## src/rtl/serial_frame_deserializer.sv

```systemverilog
// Start/stop framed serial-to-parallel converter fed by an enable-strobed bit stream.
// Assembled words are held in a valid/ready output register, with overrun and framing-error pulses.
module serial_frame_deserializer #(
  parameter int WIDTH     = 8,
  parameter int MSB_FIRST = 0
) (
  input  logic             Clock,
  input  logic             Reset,
  input  logic             D,
  input  logic             Enable,
  input  logic             Ready,
  output logic [WIDTH-1:0] Data,
  output logic             Valid,
  output logic             Busy,
  output logic             Overrun,
  output logic             FrameError
);

  localparam int CW = $clog2(WIDTH + 1);

  typedef enum logic [1:0] {IDLE, SHIFT, STOP} state_t;

  state_t           state;
  logic [CW-1:0]    cnt;
  logic [WIDTH-1:0] sr;
  logic [WIDTH-1:0] sr_next;
  logic             commit;
  logic             consume;

  // Bit order decides which end of the shift register a new bit enters.
  generate
    if (MSB_FIRST != 0) begin : g_msb_first
      assign sr_next = {sr[WIDTH-2:0], D};
    end else begin : g_lsb_first
      assign sr_next = {D, sr[WIDTH-1:1]};
    end
  endgenerate

  assign commit  = Enable && (state == STOP) && D;
  assign consume = Valid && Ready;
  assign Busy    = (state != IDLE);

  always_ff @(posedge Clock) begin
    if (Reset) begin
      state      <= IDLE;
      cnt        <= '0;
      sr         <= '0;
      Data       <= '0;
      Valid      <= 1'b0;
      Overrun    <= 1'b0;
      FrameError <= 1'b0;
    end else begin
      Overrun    <= 1'b0;
      FrameError <= 1'b0;

      if (Enable) begin
        case (state)
          IDLE: begin
            if (!D) begin
              state <= SHIFT;
              cnt   <= '0;
            end
          end
          SHIFT: begin
            sr  <= sr_next;
            cnt <= cnt + CW'(1);
            if (cnt == CW'(WIDTH - 1)) state <= STOP;
          end
          STOP: begin
            state <= IDLE;
            if (!D) FrameError <= 1'b1;
          end
          default: state <= IDLE;
        endcase
      end

      // A commit can replace a word being consumed in the same cycle; otherwise it is dropped.
      if (commit) begin
        if (!Valid || Ready) begin
          Data  <= sr;
          Valid <= 1'b1;
        end else begin
          Overrun <= 1'b1;
        end
      end else if (consume) begin
        Valid <= 1'b0;
      end
    end
  end

endmodule

```

## config.mk

```make
export PLATFORM = sky130hd
export DESIGN_NAME = serial_frame_deserializer
export DESIGN_NICKNAME = d
export VERILOG_FILES = /design/src/rtl/serial_frame_deserializer.sv
export SDC_FILE = /design/constraint.sdc
export NUM_CORES = 1
export LEC_CHECK = 0
export ABC_AREA = 1
export CORE_MARGIN = 2
export CORE_UTILIZATION = 55
export CTS_CLUSTER_DIAMETER = 40
export CTS_CLUSTER_SIZE = 40
export DETAILED_ROUTE_END_ITERATION = 10
export PLACE_DENSITY = 0.8
export SYNTH_ARGS = -nofsm -noshare
export SYNTH_HDL_FRONTEND = slang
export SYNTH_SLANG_ARGS = --single-unit
```

## constraint.sdc

```tcl
create_clock -name Clock -period 1.9 [get_ports Clock]
set_clock_uncertainty 0.2 [all_clocks]
set_input_delay 0.38 -clock Clock [delete_from_list [all_inputs] [get_ports Clock]]
set_output_delay 0.38 -clock Clock [all_outputs]
set_load 0.005 [all_outputs]
```

Word level (Yosys, flattened, before mapping)
Cells that the tools add are included.

storage, ports and cells
  flip-flop bits (word level) = 25
  bits in latches = 0
  bits in writable memories = 0
  ROM bits = 0
  input bits = 5
  output and inout bits = 12
  word-level logic and storage cells = 43
  memories kept = 0

operators by class
  add/subtract/negate cells = 1
  $mul = 0
  div/mod/pow operators = 0
  order comparisons = 0
  equal/unequal tests = 6
  shift operators = 0
  multiplexer cells = 10
  bitwise operators = 3
  reductions and logical operators = 16

operator list
  cell                   number
  $pmux W4 S2            1
  $reduce_and A2 Y1      3
  $reduce_and A3 Y1      2
  $reduce_bool A2 Y1     3
  $mux W1                5
  $add A4 B1 Y4 const B  1
  $eq A4 B3 Y1 const B   1
  $mux W2                2
  $mux W4                1
  $ne A2 B2 Y1 const B   2
  $pmux W2 S2            1
  $logic_and A1 B1 Y1    3
  $not A1 Y1             3
  $reduce_or A3 Y1       1
  $eq A2 B1 Y1 const B   1
  $eq A2 B2 Y1 const B   1
  $logic_not A2 Y1       1
  $ne A2 B1 Y1 const B   1
  $reduce_or A2 Y1       1
  $logic_not A1 Y1       1
  $logic_or A1 B1 Y1     1

Logic depth before layout (Yosys ltp)
Gate-level depths: netlist of the first run.

  depth in word-level cells = 5
  gate-level depth with buffers = 7
  depth with buffers taken out = 7

Worst setup path before layout of the first run
OpenSTA, ideal clock, no wires.

  path kind = register to register
  start = reg cnt[0]
  end = reg state[0]
  setup time = 114 ps
  arrival time = 933 ps
  required time = 1586 ps
  path slack = 653 ps
  cell stages (with the launch flop) = 7
  path buffers = 0
  cells stage by stage = dfxtp_1 > ha_1 > nand2_1 > o21ai_2 > nand2_2 > nor2_1 > nor2_2

between the ends
  word-level cells in the longest chain between the ends = 3

ends and longest elaborated chain
  item                         RTL line  source
  start: declaration           24        logic [CW-1:0] cnt;
  start signal: assignment     66        cnt <= cnt + CW'(1);
  $eq A4 B3 Y1                 67        if (cnt == CW'(WIDTH - 1)) state <= STOP;
  $ne A2 B2 Y1 (no line)       -
  $reduce_and A3 Y1 (no line)  -
  end signal: assignment       67
  end signal: assignment       70        state <= IDLE;
  end signal: assignment       73        default: state <= IDLE;
  end: declaration             23        state_t state;

Every way passes these cells.
A chain may end at the register's enable or synchronous reset.

Worst setup path after layout of the first run
  start = reg Data[3]
  end = out Data[3]

RTL lines
  item                      RTL line  source
  start: declaration        12        output logic [WIDTH-1:0] Data,
  start signal: assignment  80        Data <= sr;

No word-level cell between the ends.

==> summary by stage, run 1 <==
Worst hold path
The worst hold path terminates at Data[2]$_SDFFE_PP0P_. The number of cells on the worst hold path is 2. The min-delay analysis places its worst path in the category reg2reg.

The launch point of the worst hold path is Data[2]$_SDFFE_PP0P_.

STA
Across all hold checks on the routed design, the worst slack comes to 0.270 ns. The worst slew margin relative to its limit is 79.0%. In the final timing run, aggregate negative setup slack is 0 ns. Static timing analysis puts the maximum clock frequency at 568 MHz. The worst path in the final design needs a cycle of 1.76 ns, including I/O delays and setup. For the pin with the worst max-slew slack, the measured transition is 0.312 ns.

After layout, the worst setup slack is 0.140 ns. After layout, the worst path uses 92.6% of the clock period. The final setup violation count is 0. The final-report max-slew violation count came to 0.

The number of hold-slack violations in the final timing report came to 0. Setup repair after global routing left no endpoint under its margin.

GRT
Entering global routing, the biggest net connects 19 pins. The global-route total usage across every layer is 21.1%. The remaining global-route overflow is 0.

The number of global-route vias before repair came to 787. The global-route wire length before repair is 3310 um. The initial antenna violation count is 0.

Power and ir drop
Net switching is 27.8% of the power. Across the VDD grid, the largest voltage drop is 0.623 mV. The standby leakage power is 0.514 nW. For this design the total switching power over the nets is 263 uW. The internal cell power is 685 uW.

The combinational group share of total power is 17.0%. The overall power consumption is 948 uW. The power density over the cells is 715 mW/mm2. The proportion of power drawn by flip-flops and latches is 58.0%. The clock network accounts for 24.9% of the total power.

Critical path
The kind of cell adding the most delay to the critical path is buffers and inverters. The worst setup path is captured at a primary output. For the worst setup path, the data required time is 1.32 ns. Counting both buffers and inverters, the worst setup path holds a total of 1.

Of all nets on the critical path, the largest fanout is 2. The signal on the critical path passes through clkdlybuf4s50_1. The depth of the worst register-to-register path is 6. The endpoint of the worst-slack reg-to-reg timing path is sr[0]$_SDFFE_PP0P_. The worst setup path is of the reg2out kind. The critical-path cell with the highest stage delay is sky130_fd_sc_hd__clkdlybuf4s50_1. For this run, the slowest stage of the critical path takes 0.50 ns. The worst register-to-register path has a setup slack of 0.38 ns. The beginning of the worst register-to-register path is state[0]$_SDFFE_PP0P_. STA classifies the critical path startpoint as a register. At the worst endpoint, the arrival time is 1.18 ns.

Floorplan
For this design the top-level I/O count stands at 17. The core area is 0.00176 mm2. For this configuration, the core starts out at a cell density of 60.0%. The die boundary height is 47.9 um. In this run the core area contains 15 standard-cell rows. The die outline area is 0.00229 mm2.

The floorplan die width is 47.9 um.

Logic synthesis
The biggest area consumer among synthesized cells is sky130_fd_sc_hd__dfxtp_1. Dividing the synthesized area by the synthesized cell count gives 8.21 um2. Ranked by total cell area, the synthesized netlist is headed by sky130_fd_sc_hd__dfxtp_1 (47%), sky130_fd_sc_hd__nand2_1 (9.9%), sky130_fd_sc_hd__a21oi_1 (8.0%), sky130_fd_sc_hd__nand3_1 (8.0%), sky130_fd_sc_hd__nor2_1 (2.8%). The post-synthesis cell count is 129. The distinct cell type count after synthesis is 25. Counting every net in the synthesized netlist gives 135. The netlist area before placement is 0.00106 mm2. The area fraction of the dominant cell type after synthesis is 47.3%. The number of flops mapped to enable cells by yosys is 0. The share of the Yosys chip area taken by registers is 47.3%. The fraction of synthesis flops using an asynchronous set or reset pin is 0%.

The most used flip-flop cell after synthesis is sky130_fd_sc_hd__dfxtp_1. The register bit count reported by yosys is 25. For this run, the number of Yosys warnings is 0.

Route
The detailed router finished its first iteration with 10 violations. The remaining antenna violation count after routing is 0. The mean number of vias per cell is 5.26. The post-detailed-routing wire length is 2140 um. The via total after detailed routing is 937. The detail-routed net length per standard cell is 12.0 um. For this run, design rule violations remaining after detail routing come to 0. The first detailed-routing pass ran for 4 iterations.

Clock network
The clock net in this run drives a total of 25 sinks. The number of CTS-inserted buffers is 3. The number of hold buffers added after CTS is 0. The largest buffer count on any clock path is 2. In this run the number of H-tree levels came out at 1. The clock network latency to the later pin of the worst-skew pair is 0.32 ns. After clock tree synthesis, the clock-pin slew on the worst setup and hold paths is 0.13 ns.

Clock tree synthesis selected as its root buffer the cell sky130_fd_sc_hd__clkbuf_4. TritonCTS built the clock tree.

Placement
The count of input and output buffers is 16. The routability-driven placement congestion ratio is 0.727. Prior to clock tree synthesis, the placed netlist has a worst setup slack of 0.0800 ns. The detailed-placement wirelength estimate is 1520 um.

Run
The max-cap violation count is 0.

Layout
In the layout the commonest cells are sky130_fd_sc_hd__nand2_1 (28), sky130_fd_sc_hd__dfxtp_1 (23), sky130_fd_sc_hd__nand3_1 (17), sky130_fd_sc_hd__a21oi_1 (17), sky130_fd_sc_hd__clkdlybuf4s50_1 (15). The post-route netlist has 20.3% of its cells at a drive strength greater than 1. The number of nets in the layout is 160. Leaving out fill and tap cells, the most frequent cell in the layout is sky130_fd_sc_hd__nand2_1. Relative to the synthesized area, the layout overhead comes to 25.2%.

0 antenna diodes ended up in the layout. At the end of the flow the core is filled with cells to 75.1%.

Run status
The run finished with clean final reports.
## flip-flops by register name, indices dropped and copies added (netlist names)
register and flops:
Data 8, FrameError 1, Overrun 1, Valid 1, cnt 4, sr 8
state 2
## what timing repair did
item / CTS / global route
gates resized for setup: 6 / 1
pin swaps: 0 / 1
endpoints found under the setup margin: 1 / 1
hold endpoints to repair: 0 / 0
buffers inserted: 1 / 3
## tightest hold or removal path: stages, from the launching register on
cell	delay (ns)
sky130_fd_sc_hd__dfxtp_1	0.33
sky130_fd_sc_hd__nand2_1	0.06
sky130_fd_sc_hd__a21oi_1	0.05
## worst max-delay path by stage
stage               slack (ns)                  start               endpoint  cells after the start
detailed placement        0.08                 Enable  state[0]$_SDFFE_PP0P_                      7
finish                    0.14   Data[3]$_SDFFE_PP0P_                Data[3]                      1
CTS                       0.02  state[0]$_SDFFE_PP0P_                   Busy                      3
global route              0.08   Data[3]$_SDFFE_PP0P_                Data[3]                      1
global placement          0.10                 Enable  state[0]$_SDFFE_PP0P_                      7
floorplan                 0.65    cnt[0]$_SDFFE_PP0P_  state[0]$_SDFFE_PP0P_                      6
## cell usage after synthesis, types with 2 or more instances
cell type,number
sky130_fd_sc_hd__a21oi_1,17
sky130_fd_sc_hd__buf_6,2
sky130_fd_sc_hd__clkbuf_1,2
sky130_fd_sc_hd__dfxtp_1,25
sky130_fd_sc_hd__inv_1,7
sky130_fd_sc_hd__inv_2,2
sky130_fd_sc_hd__nand2_1,28
sky130_fd_sc_hd__nand2_2,3
sky130_fd_sc_hd__nand3_1,17
sky130_fd_sc_hd__nor2_1,8
sky130_fd_sc_hd__nor2_2,2
sky130_fd_sc_hd__o21ai_0,2
sky130_fd_sc_hd__o21ai_2,2
## power groups by stage
stage	clock (mW)	sequential (mW)	combinational, mW
2_1_floorplan	0	0.560	0.102
6_report	0.236	0.550	0.161
3_3_place_gp	0	0.562	0.131
5_1_grt	0.258	0.552	0.179
3_5_place_dp	0	0.563	0.135
4_1_cts	0.235	0.552	0.145
## area by class of cell
class,instances,area (um2)
clock inverters,1,5.00
multi-input cells,90,494
fillers,149,439
clock buffers,3,22.5
repair buffers,25,230
inverters,9,33.8
flip-flops and latches,25,508
well taps,25,31.3
## logic make-up after synthesis
family                     share of synthesized area, %
adders and majority gates                          1.18
AOI/OAI and AO/OA                                  13.2
xor gates and xnor gates                          0.828
DFF                                                47.3
and+or+nand+nor                                    30.7
buffers and inverters                              6.74
## routing by layer
metal | GRT usage [%] | up-vias | wire, um
met1 | 26.4 | 434 | 941
met4 | 9.73 | 0 | 41
met2 | 34.9 | 29 | 1060
met3 | 3.77 | 4 | 99
met5 | 0 | - | 0
li1 | - | 470 | -
## through the flow
stage,instances,instance area (um2)
final,178,1330
after global routing,178,1330
after global placement,170,1250
after CTS,175,1300
after detailed placement,170,1250
after floorplan,129,1060
Note: power is estimated with default switching activity, not from simulation.
==> inputs of run 2 (changes only) <==
CORE_UTILIZATION = 46   (was 55)
PLACE_DENSITY = 0.71   (was 0.8)
clock period = 1.5 ns   (was 1.9 ns; I/O delays follow)
==> run 2 against run 1 <==
  * Register-to-register slack worse by 0.26 ns
  * First-iteration DRC count up 110%
  * Final area up 1.4%
  * Critical path depth unchanged
  * Setup slack worse by 0.051 ns
  * Sequential share of layout area down 0.070 points
  * Sequential power up 26%
  * Count of clock-buffer cells in the layout unchanged
  * Via count down 1.8%
  * Hold slack worse by 0.0048 ns
  * Core utilization down 14 points
  * Clock power up 22%
==> summary by stage, run 2 (synthesis gave the netlist of run 1 again) <==
Critical path
Along the worst path, the maximum fanout reaches 2. For the worst setup path, the data required time is 1.00 ns. The kind of cell adding the most delay to the critical path is flip-flops.

The flop-to-flop setup slack is 0.12 ns. The count of buffer and inverter cells on the critical path is 1. Traced cell by cell, the critical path runs through dlygate4sd2_1. The arrival time at the worst endpoint is 0.91 ns. The depth of the worst register-to-register path is 7. The launching element type of the critical path is a register. In this run the critical register-to-register path is launched from state[0]$_SDFFE_PP0P_. The critical-path cell with the highest stage delay is sky130_fd_sc_hd__dfxtp_2. The kind of critical path is reg2out. The largest stage delay on the critical path is 0.34 ns. The worst register-to-register path ends at Data[0]$_SDFFE_PP0P_. The endpoint kind of the worst setup timing path is a primary output.

Layout
Summing all non-filler instances in the final layout gives an area of 0.00134 mm2. The utilization after layout is 61.3%. The leading cell type in the layout, fill and taps excluded is sky130_fd_sc_hd__nand2_1.

The post-route netlist has 28.7% of its cells at a drive strength greater than 1. In the final layout, the registers with the most flip-flops are Data: 8 flops, sr: 8 flops, cnt: 4 flops. After the flow finishes, the layout carries non-filler instances totaling 185. The area growth from synthesis to layout is 27.0%. 0 antenna diodes ended up in the layout.

The number of nets in the layout is 164. Leaving out fill and tap cells, the most frequent cells in the layout are sky130_fd_sc_hd__nand2_1 (28), sky130_fd_sc_hd__nand3_1 (17), sky130_fd_sc_hd__a21oi_1 (17).

Placement
At the placement stage, the worst setup path has a slack of -0.205 ns. The congestion estimate from routability-driven global placement came to 0.774. During placement, the flow inserted port buffers numbering 16.

The number of placed instances, taps included, is 179. After detailed placement, the total cell area comes to 0.00130 mm2. The detailed-placement wirelength estimate is 1540 um.

STA
The final setup violation count is 0. Setup repair after global routing left no endpoint under its margin. Adding up every negative setup slack in the final design gives 0 ns.

The worst hold-check slack is 0.265 ns. The number of hold-slack violations in the final timing report is 0. The final-report max-slew violation count was 0. The share of the cycle needed by the critical path after routing is 94.0%.

The worst slew margin relative to its limit is 83.8%. Static timing analysis puts the maximum clock frequency at 709 MHz. For the pin with the worst max-slew slack, the measured transition is 0.243 ns. The worst-case setup margin in the final layout is 0.0896 ns.

For the finished layout, the period the worst path requires is 1.41 ns.

Route
In the final routed layout, each cell accounts on average for 11.0 um. The first detailed-routing pass ran for 4 iterations. The detailed router finished its first iteration with 21 violations. Once detail routing completed, the nets flagged for antenna violations numbered 0. The mean number of vias per cell is 4.97. The routed design has 2040 um of wire. For this block, the via count after detailed routing is 920. The final routed DRC violation total is 0.

Power and ir drop
In this run the power density over the cells is 886 mW/mm2. The overall power consumption is 1.19 mW. The peak ir drop on the vdd network is 0.626 mV.

The standby leakage power is 0.579 nW.

Floorplan
The effective utilization at floorplan is 48.3%. 17 I/O pins were placed. The die outline area is 0.00270 mm2. The core region is 0.00219 mm2. The floorplan die width is 52.0 um. The die boundary height is 52.0 um.

After floorplanning, the core was divided into 17 placement rows.

Clock network
The largest buffer count on any clock path is 2. The CTS root buffer is sky130_fd_sc_hd__clkbuf_4. The clock sink total is 25. The clock tree from TritonCTS is done. The number of CTS-inserted buffers is 3. The clock reaches the later pin of the worst-skew pair after 0.31 ns.

The number of levels the H-tree was split into is 1. Clock-pin slew was measured on the worst setup and hold paths at 0.13 ns.

GRT
The number of global-route vias before repair is 887. The first global-routing pass estimated 3590 um of wire. The global-route total usage across every layer is 18.1%. For this run the aggregate overflow at the end of global routing stands at 0. The pin count of the biggest net entering global routing is 15.

The initial antenna violation count came to 0.

Worst hold path
The kind of path behind the tightest hold check is reg2reg. The startpoint identified for the worst hold timing path is Data[7]$_SDFFE_PP0P_. The path with the worst hold slack has its endpoint at Data[7]$_SDFFE_PP0P_.

The number of cells on the worst hold path is 2.

Run
The tool flagged a number of max-cap violations equal to 0.

Run status
The run finished with clean final reports.
-- run 2: cell count changes in the layout (fill, tap and decap cells not counted), moves of 2 or more --
cell,before,now
sky130_fd_sc_hd__clkdlybuf4s50_1,15,4
sky130_fd_sc_hd__buf_4,9,13
sky130_fd_sc_hd__dfxtp_1,23,14
sky130_fd_sc_hd__dlygate4sd2_1,0,11
sky130_fd_sc_hd__dfxtp_4,2,0
sky130_fd_sc_hd__dfxtp_2,0,11
-- run 2: worst min-delay path, stage by stage, from the launching register on --
cell and delay [ns]:
sky130_fd_sc_hd__dfxtp_2 0.34, sky130_fd_sc_hd__nand2_1 0.05, sky130_fd_sc_hd__a21oi_1 0.05
-- run 2: how the worst max path moves through the flow --
| stage | startpoint | end | slack (ns) | cells past startpoint |
|---|---|---|---|---|
| floorplan | cnt[0]$_SDFFE_PP0P_ | state[0]$_SDFFE_PP0P_ | 0.25 | 6 |
| global placement | Enable | state[0]$_SDFFE_PP0P_ | -0.17 | 7 |
| detailed placement | D | Data[0]$_SDFFE_PP0P_ | -0.20 | 6 |
| CTS | state[0]$_SDFFE_PP0P_ | Busy | -0.01 | 3 |
| global route | state[1]$_SDFFE_PP0P_ | Busy | 0.007 | 3 |
| finish | Data[0]$_SDFFE_PP0P_ | Data[0] | 0.09 | 1 |
-- run 2: repair_timing --
action | CTS | global route
setup buffers | 2 | 0
hold buffers | 0 | 0
gates resized for setup | 25 | 2
pin swaps | 1 | 1
setup endpoints to repair | 12 | 6
-- run 2: final cells by class --
cell class / count / area [um2]
Fill cell: 206 / 847
Clock buffer: 3 / 22.5
Inverter: 9 / 33.8
Timing Repair Buffer: 29 / 239
Tap cell: 28 / 35.0
Multi-Input combinational cell: 90 / 494
Sequential cell: 25 / 514
Clock inverter: 1 / 5.00
-- run 2: report_power, final --
| part | switching, mW | internal [mW] | total [mW] |
|---|---|---|---|
| clock | 0.187 | 0.0997 | 0.287 |
| sequential | 0.0112 | 0.681 | 0.692 |
| combinational | 0.122 | 0.0898 | 0.211 |
-- run 2: metal layers --
metal	GRT usage, %	wire (um)	vias up	part of all wire, %
li1	-	-	482	-
met1	20.5	858	416	42
met2	31.6	1060	20	52
met3	6.32	108	2	5.3
met4	5.26	17	0	0.83
met5	0	0	-	0
